$ cat src/rtl/ascii2dec_tx.sv
// ASCII-to-digit framer: collects three characters (or fewer ended by CR) and
// replays them to a 3-digit display consumer as a fixed strobe burst plus idle gap.
module ascii2dec_tx #(
   parameter int         GAP_CYC = 2,
   parameter logic [3:0] BLANK   = 4'hF
) (
   input  logic       clk,
   input  logic       rst,
   input  logic       i_valid,
   input  logic [7:0] i_ascii,
   output logic       o_ready,
   output logic       o_rd,
   output logic [3:0] o_dec,
   output logic       o_err,
   output logic       o_busy
);

   // Handshake: a character transfers on a rising edge where i_valid && o_ready.
   typedef enum logic [1:0] {COLLECT, BURST, GAP} state_t;

   state_t     r_state;
   logic [1:0] r_idx;
   logic [1:0] r_bcnt;
   logic [2:0] r_gcnt;
   logic [3:0] r_dig [3];
   logic       r_ready;
   logic       r_rd;
   logic [3:0] r_dec;
   logic       r_err;
   logic       r_busy;

   logic       w_accept;
   logic       w_is_cr;
   logic       w_is_digit;
   logic       w_illegal;
   logic [3:0] w_code;
   logic       w_start;

   always_comb begin
      w_accept   = i_valid && r_ready;
      w_is_cr    = (i_ascii == 8'h0D);
      w_is_digit = (i_ascii >= 8'h30) && (i_ascii <= 8'h39);
      w_illegal  = !w_is_digit && (i_ascii != 8'h20);
      w_code     = w_is_digit ? i_ascii[3:0] : BLANK;
      // A frame ends on the 3rd stored character or on a CR after at least one.
      w_start    = w_accept && (w_is_cr ? (r_idx != 2'd0) : (r_idx == 2'd2));
   end

   always_ff @(posedge clk or negedge rst) begin
      if (!rst) begin
         r_state <= COLLECT;
         r_idx   <= 2'd0;
         r_bcnt  <= 2'd0;
         r_gcnt  <= 3'd0;
         for (int i = 0; i < 3; i++) r_dig[i] <= BLANK;
         r_ready <= 1'b0;
         r_rd    <= 1'b0;
         r_dec   <= BLANK;
         r_err   <= 1'b0;
         r_busy  <= 1'b0;
      end else begin
         r_err <= 1'b0;
         case (r_state)
            COLLECT: begin
               r_ready <= !w_start;
               r_busy  <= w_start;
               r_rd    <= w_start;
               r_dec   <= BLANK;
               if (w_accept && !w_is_cr) begin
                  r_dig[r_idx] <= w_code;
                  r_err        <= w_illegal;
                  r_idx        <= r_idx + 2'd1;
               end
               if (w_accept && w_is_cr && (r_idx != 2'd0)) begin
                  for (int i = 1; i < 3; i++)
                     if (2'(i) >= r_idx) r_dig[i] <= BLANK;
               end
               if (w_start) begin
                  r_state <= BURST;
                  r_idx   <= 2'd0;
                  r_bcnt  <= 2'd0;
               end
            end
            BURST: begin
               // Data trails the strobe by one cycle to suit the consumer's registered capture.
               r_bcnt <= r_bcnt + 2'd1;
               case (r_bcnt)
                  2'd0: begin r_rd <= 1'b1; r_dec <= r_dig[0]; end
                  2'd1: begin r_rd <= 1'b1; r_dec <= r_dig[1]; end
                  2'd2: begin r_rd <= 1'b0; r_dec <= r_dig[2]; end
                  default: begin
                     r_rd    <= 1'b0;
                     r_dec   <= BLANK;
                     r_state <= GAP;
                     r_gcnt  <= 3'd0;
                  end
               endcase
            end
            GAP: begin
               r_rd  <= 1'b0;
               r_dec <= BLANK;
               if (r_gcnt == 3'(GAP_CYC - 1)) begin
                  r_state <= COLLECT;
                  r_gcnt  <= 3'd0;
                  r_ready <= 1'b1;
                  r_busy  <= 1'b0;
               end else begin
                  r_gcnt <= r_gcnt + 3'd1;
               end
            end
            default: begin
               r_state <= COLLECT;
               r_ready <= 1'b0;
               r_busy  <= 1'b0;
               r_rd    <= 1'b0;
               r_dec   <= BLANK;
            end
         endcase
      end
   end

   assign o_ready = r_ready;
   assign o_rd    = r_rd;
   assign o_dec   = r_dec;
   assign o_err   = r_err;
   assign o_busy  = r_busy;

endmodule

$ cat config.mk
export PLATFORM = sky130hd
export DESIGN_NAME = ascii2dec_tx
export DESIGN_NICKNAME = d
export VERILOG_FILES = /design/src/rtl/ascii2dec_tx.sv
export SDC_FILE = /design/constraint.sdc
export NUM_CORES = 1
export LEC_CHECK = 0
export BUFFER_PORTS_ARGS = -buffer_cell sky130_fd_sc_hd__buf_2
export CAP_MARGIN = 20
export CORE_AREA = 2 2 77 79
export CTS_BUF_LIST = sky130_fd_sc_hd__clkbuf_2 sky130_fd_sc_hd__clkbuf_4 sky130_fd_sc_hd__clkbuf_8
export CTS_CLUSTER_SIZE = 24
export DETAILED_ROUTE_END_ITERATION = 10
export DIE_AREA = 0 0 79 81
export SLEW_MARGIN = 20
export SYNTH_ARGS = -nofsm -noshare
export SYNTH_HDL_FRONTEND = slang
export SYNTH_SLANG_ARGS = --single-unit
$ cat constraint.sdc
create_clock -name clk -period 1.5 [get_ports clk]
set_clock_uncertainty 0.05 [all_clocks]
set_input_delay 0.15 -clock clk [delete_from_list [all_inputs] [get_ports clk]]
set_output_delay 0.15 -clock clk [all_outputs]
set_load 0.01 [all_outputs]
==> results_dict.tcl <==
set metrics [dict create \
    numClockSinks 29 \
    num_vias 1202 \
    ys_top_cells_by_count "nand2_1, dfstp_2, dfrtp_1" \
    tightestPinTransition_ns 0.630 \
    drv_cap 0 \
    p_leak_nw 0.866 \
    hpwl_mm 2.38 \
    r2r-end "r_dig[11]$_DFFE_PN1P_" \
    postSynthNetCount 158 \
    fillers 595 \
    cpMaxStageDelayCell "dfrtp_1" \
    synthTopCellsByArea "dfstp_2, dfrtp_1, ha_1" \
    die-area_um2 6400 \
    synthDistinctLibCells 37 \
    endpoint_kind "register" \
    relSlewSlack_pct 58.0 \
    grt_overflow_total 0 \
    hold_path.class "in2reg" \
    ys_seq_elements 29 \
    fp-row-count 28 \
    fin_util_pct 35.2 \
    syn-cell-area_um2 1550 \
    ioPinCount 19 \
    antenna_found_initial 0 \
    hold_depth 4 \
    critical_path_class "reg2reg" \
    wl_per_cell_um 12.6 \
    drt-total-wl_mm 3.21 \
    min_from "i_ascii[0]" \
    irDropWorstVdd_mv 0.640 \
    cts.clk_slew.worst_paths_ns 0.06 \
    postRouteAntennaNets 0 \
    grt_max_degree 30 \
    grt_pass1_vias 1258 \
    diodes 0 \
    grt_pass1_wl_mm 5.69 \
    core_area_um2 5680 \
    worstPathCellList "inv_1 > ha_2 > buf_4 > buf_4 > o211ai_4 > mux2_2" \
    synth_ff_type "dfstp_2" \
    whs_endpoint "r_dig[0]$_DFFE_PN1P_" \
    clk_path_buf_depth 2 \
    synthArstFlopShare_pct 100 \
    slew_viol_final 0 \
    tns_ns 0 \
    drtIter0Drc 87 \
    reg2reg_slack_ns 0.07 \
    fin_crit_sh_pct 95.2 \
    setup_violations 0 \
    place_ws_ns -0.117 \
    die_w_um 79 \
    numCtsBuffers 5 \
    required_ns 1.65 \
    outcome "completed" \
    start_util_pct 27.3 \
    worstSkewPairLatency_ns 0.27 \
    gp_congestion 0.764 \
    final-hold-violation-count 0 \
    synth-edff-count 0 \
    io_buffers 18 \
    yosysTopAreaCell "dfstp_2" \
    worstPathArrival_ns 1.58 \
    yosysWarnings 0 \
    drive_above_1_share_pct 41.1 \
    cp-start-kind "register" \
    die_h_um 81 \
    power_mw 3.79 \
    powerDensity_nw_per_um2 1900 \
    fmax_mhz 700 \
    cpMostUsedCell "buf_4" \
    crit_fanout 4 \
    finalCriticalPeriod_ns 1.43 \
    layout_setup_ws_ns 0.0723 \
    area_delta_synth_final_pct 28.6 \
    cpPeakStageDelay_ns 0.36 \
    cts.htree.levels 2 \
    synth.most_common_cell "nand2_1" \
    synth_top_area_share_pct 27.1 \
    r2r-start "r_idx[1]$_DFFE_PN0P_" \
    drc 0 \
    routed_via_density 4.71 \
    root_buffer "clkbuf_8" \
    synth_cells 139 \
    grtUsageTotal_pct 11.5 \
    reg2regPathDepth 6 \
    nets 198 \
    dr.pass1.iters 4 \
    cts_tree "yes" \
    synth_area_per_cell_um2 11.2 \
    seq_area_frac_synth_pct 48.1 \
]
-- per-layer routing --
layer / global-route usage (%) / share of wire (%) / vias up
met5: 0 / 0 / -
met4: 5.34 / 1.1 / 0
met3: 2.44 / 3.3 / 4
met2: 18.6 / 48 / 23
met1: 14.7 / 48 / 572
li1: - / - / 603
-- metrics by stage --
step / area, µm² / std cells / hold WS, ns
after floorplan: 1550 / 139 / -0.196
after global placement: 1830 / 244 / 0.159
after detailed placement: 1830 / 244 / 0.165
after CTS: 1960 / 253 / 0.260
after global routing: 2000 / 255 / 0.296
final: 2000 / 255 / 0.272
-- area by class of cell --
cell class	count	area [µm²]	share of cell area, %
sequential	29	746	37.4
tap	75	93.8	4.70
clock inverter	1	30.0	1.50
multi-input combinational	103	797	39.9
timing repair buffer	35	220	11.0
clock buffer	7	90.1	4.51
inverter	5	18.8	0.940
-- worst max path at each step --
stage / from / end / cells past startpoint
global placement: i_ascii[1] / r_bcnt[0]$_DFFE_PN0P_ / 7
floorplan: i_ascii[7] / r_dig[10]$_DFFE_PN1P_ / 3
CTS: r_idx[1]$_DFFE_PN0P_ / r_bcnt[0]$_DFFE_PN0P_ / 5
finish: r_idx[1]$_DFFE_PN0P_ / r_dig[11]$_DFFE_PN1P_ / 6
global route: r_idx[1]$_DFFE_PN0P_ / register / 6
detailed placement: i_ascii[7] / r_dig[11]$_DFFE_PN1P_ / 4
-- layout by cell type, fill, tap and decap left out, types with 2 or more instances in the layout --
cell and count:
a21oi_1 8, a222oi_1 4, a22o_1 2, buf_2 18, buf_4 16, clkbuf_8 6, dfrtp_1 13, dfstp_2 16
ha_1 7, inv_1 4, mux2_2 6, mux2i_1 4, nand2_1 18, nand2b_1 4, nand3_1 3, nand3b_1 4
nor2_1 6, nor2b_1 2, nor3b_1 3, o211ai_1 2, o211ai_4 2, o21ai_0 4, o2bb2ai_1 4
-- worst max-delay path, delay by kind of cell (launching register included) --
kind	cells	cell delay [ns]
flip-flops	1	0.36
multiplexers	1	0.36
buffers and inverters	3	0.32
adder cells (fa/ha/maj)	1	0.19
AO/OA/AOI/OAI	1	0.08
-- kinds of logic after synthesis --
| kind of cell | Yosys count | synth area share, % |
|---|---|---|
| AOI/OAI and AO/OA | 33 | 16.8 |
| adders and majority gates | 8 | 6.45 |
| buffers and inverters | 7 | 1.69 |
| DFF | 29 | 48.1 |
| muxes | 10 | 6.94 |
| and+or+nand+nor | 52 | 20.1 |
-- repair_timing --
action | CTS | global route
setup buffers | 0 | 2
resized for setup | 0 | 5
endpoints found under the hold margin | 13 | 0
hold buffers | 1 | 0
endpoints found under the setup margin | 0 | 12
-- power by group --
group | leakage (nW) | total [mW] | switching [mW] | internal, mW
Sequential | 0.333 | 1.38 | 0.184 | 1.20
Clock | 0.0619 | 0.845 | 0.286 | 0.559
Combinational | 0.471 | 1.57 | 0.769 | 0.796
Total | 0.866 | 3.79 | 1.24 | 2.55
Power figures use the tool's default switching activity.
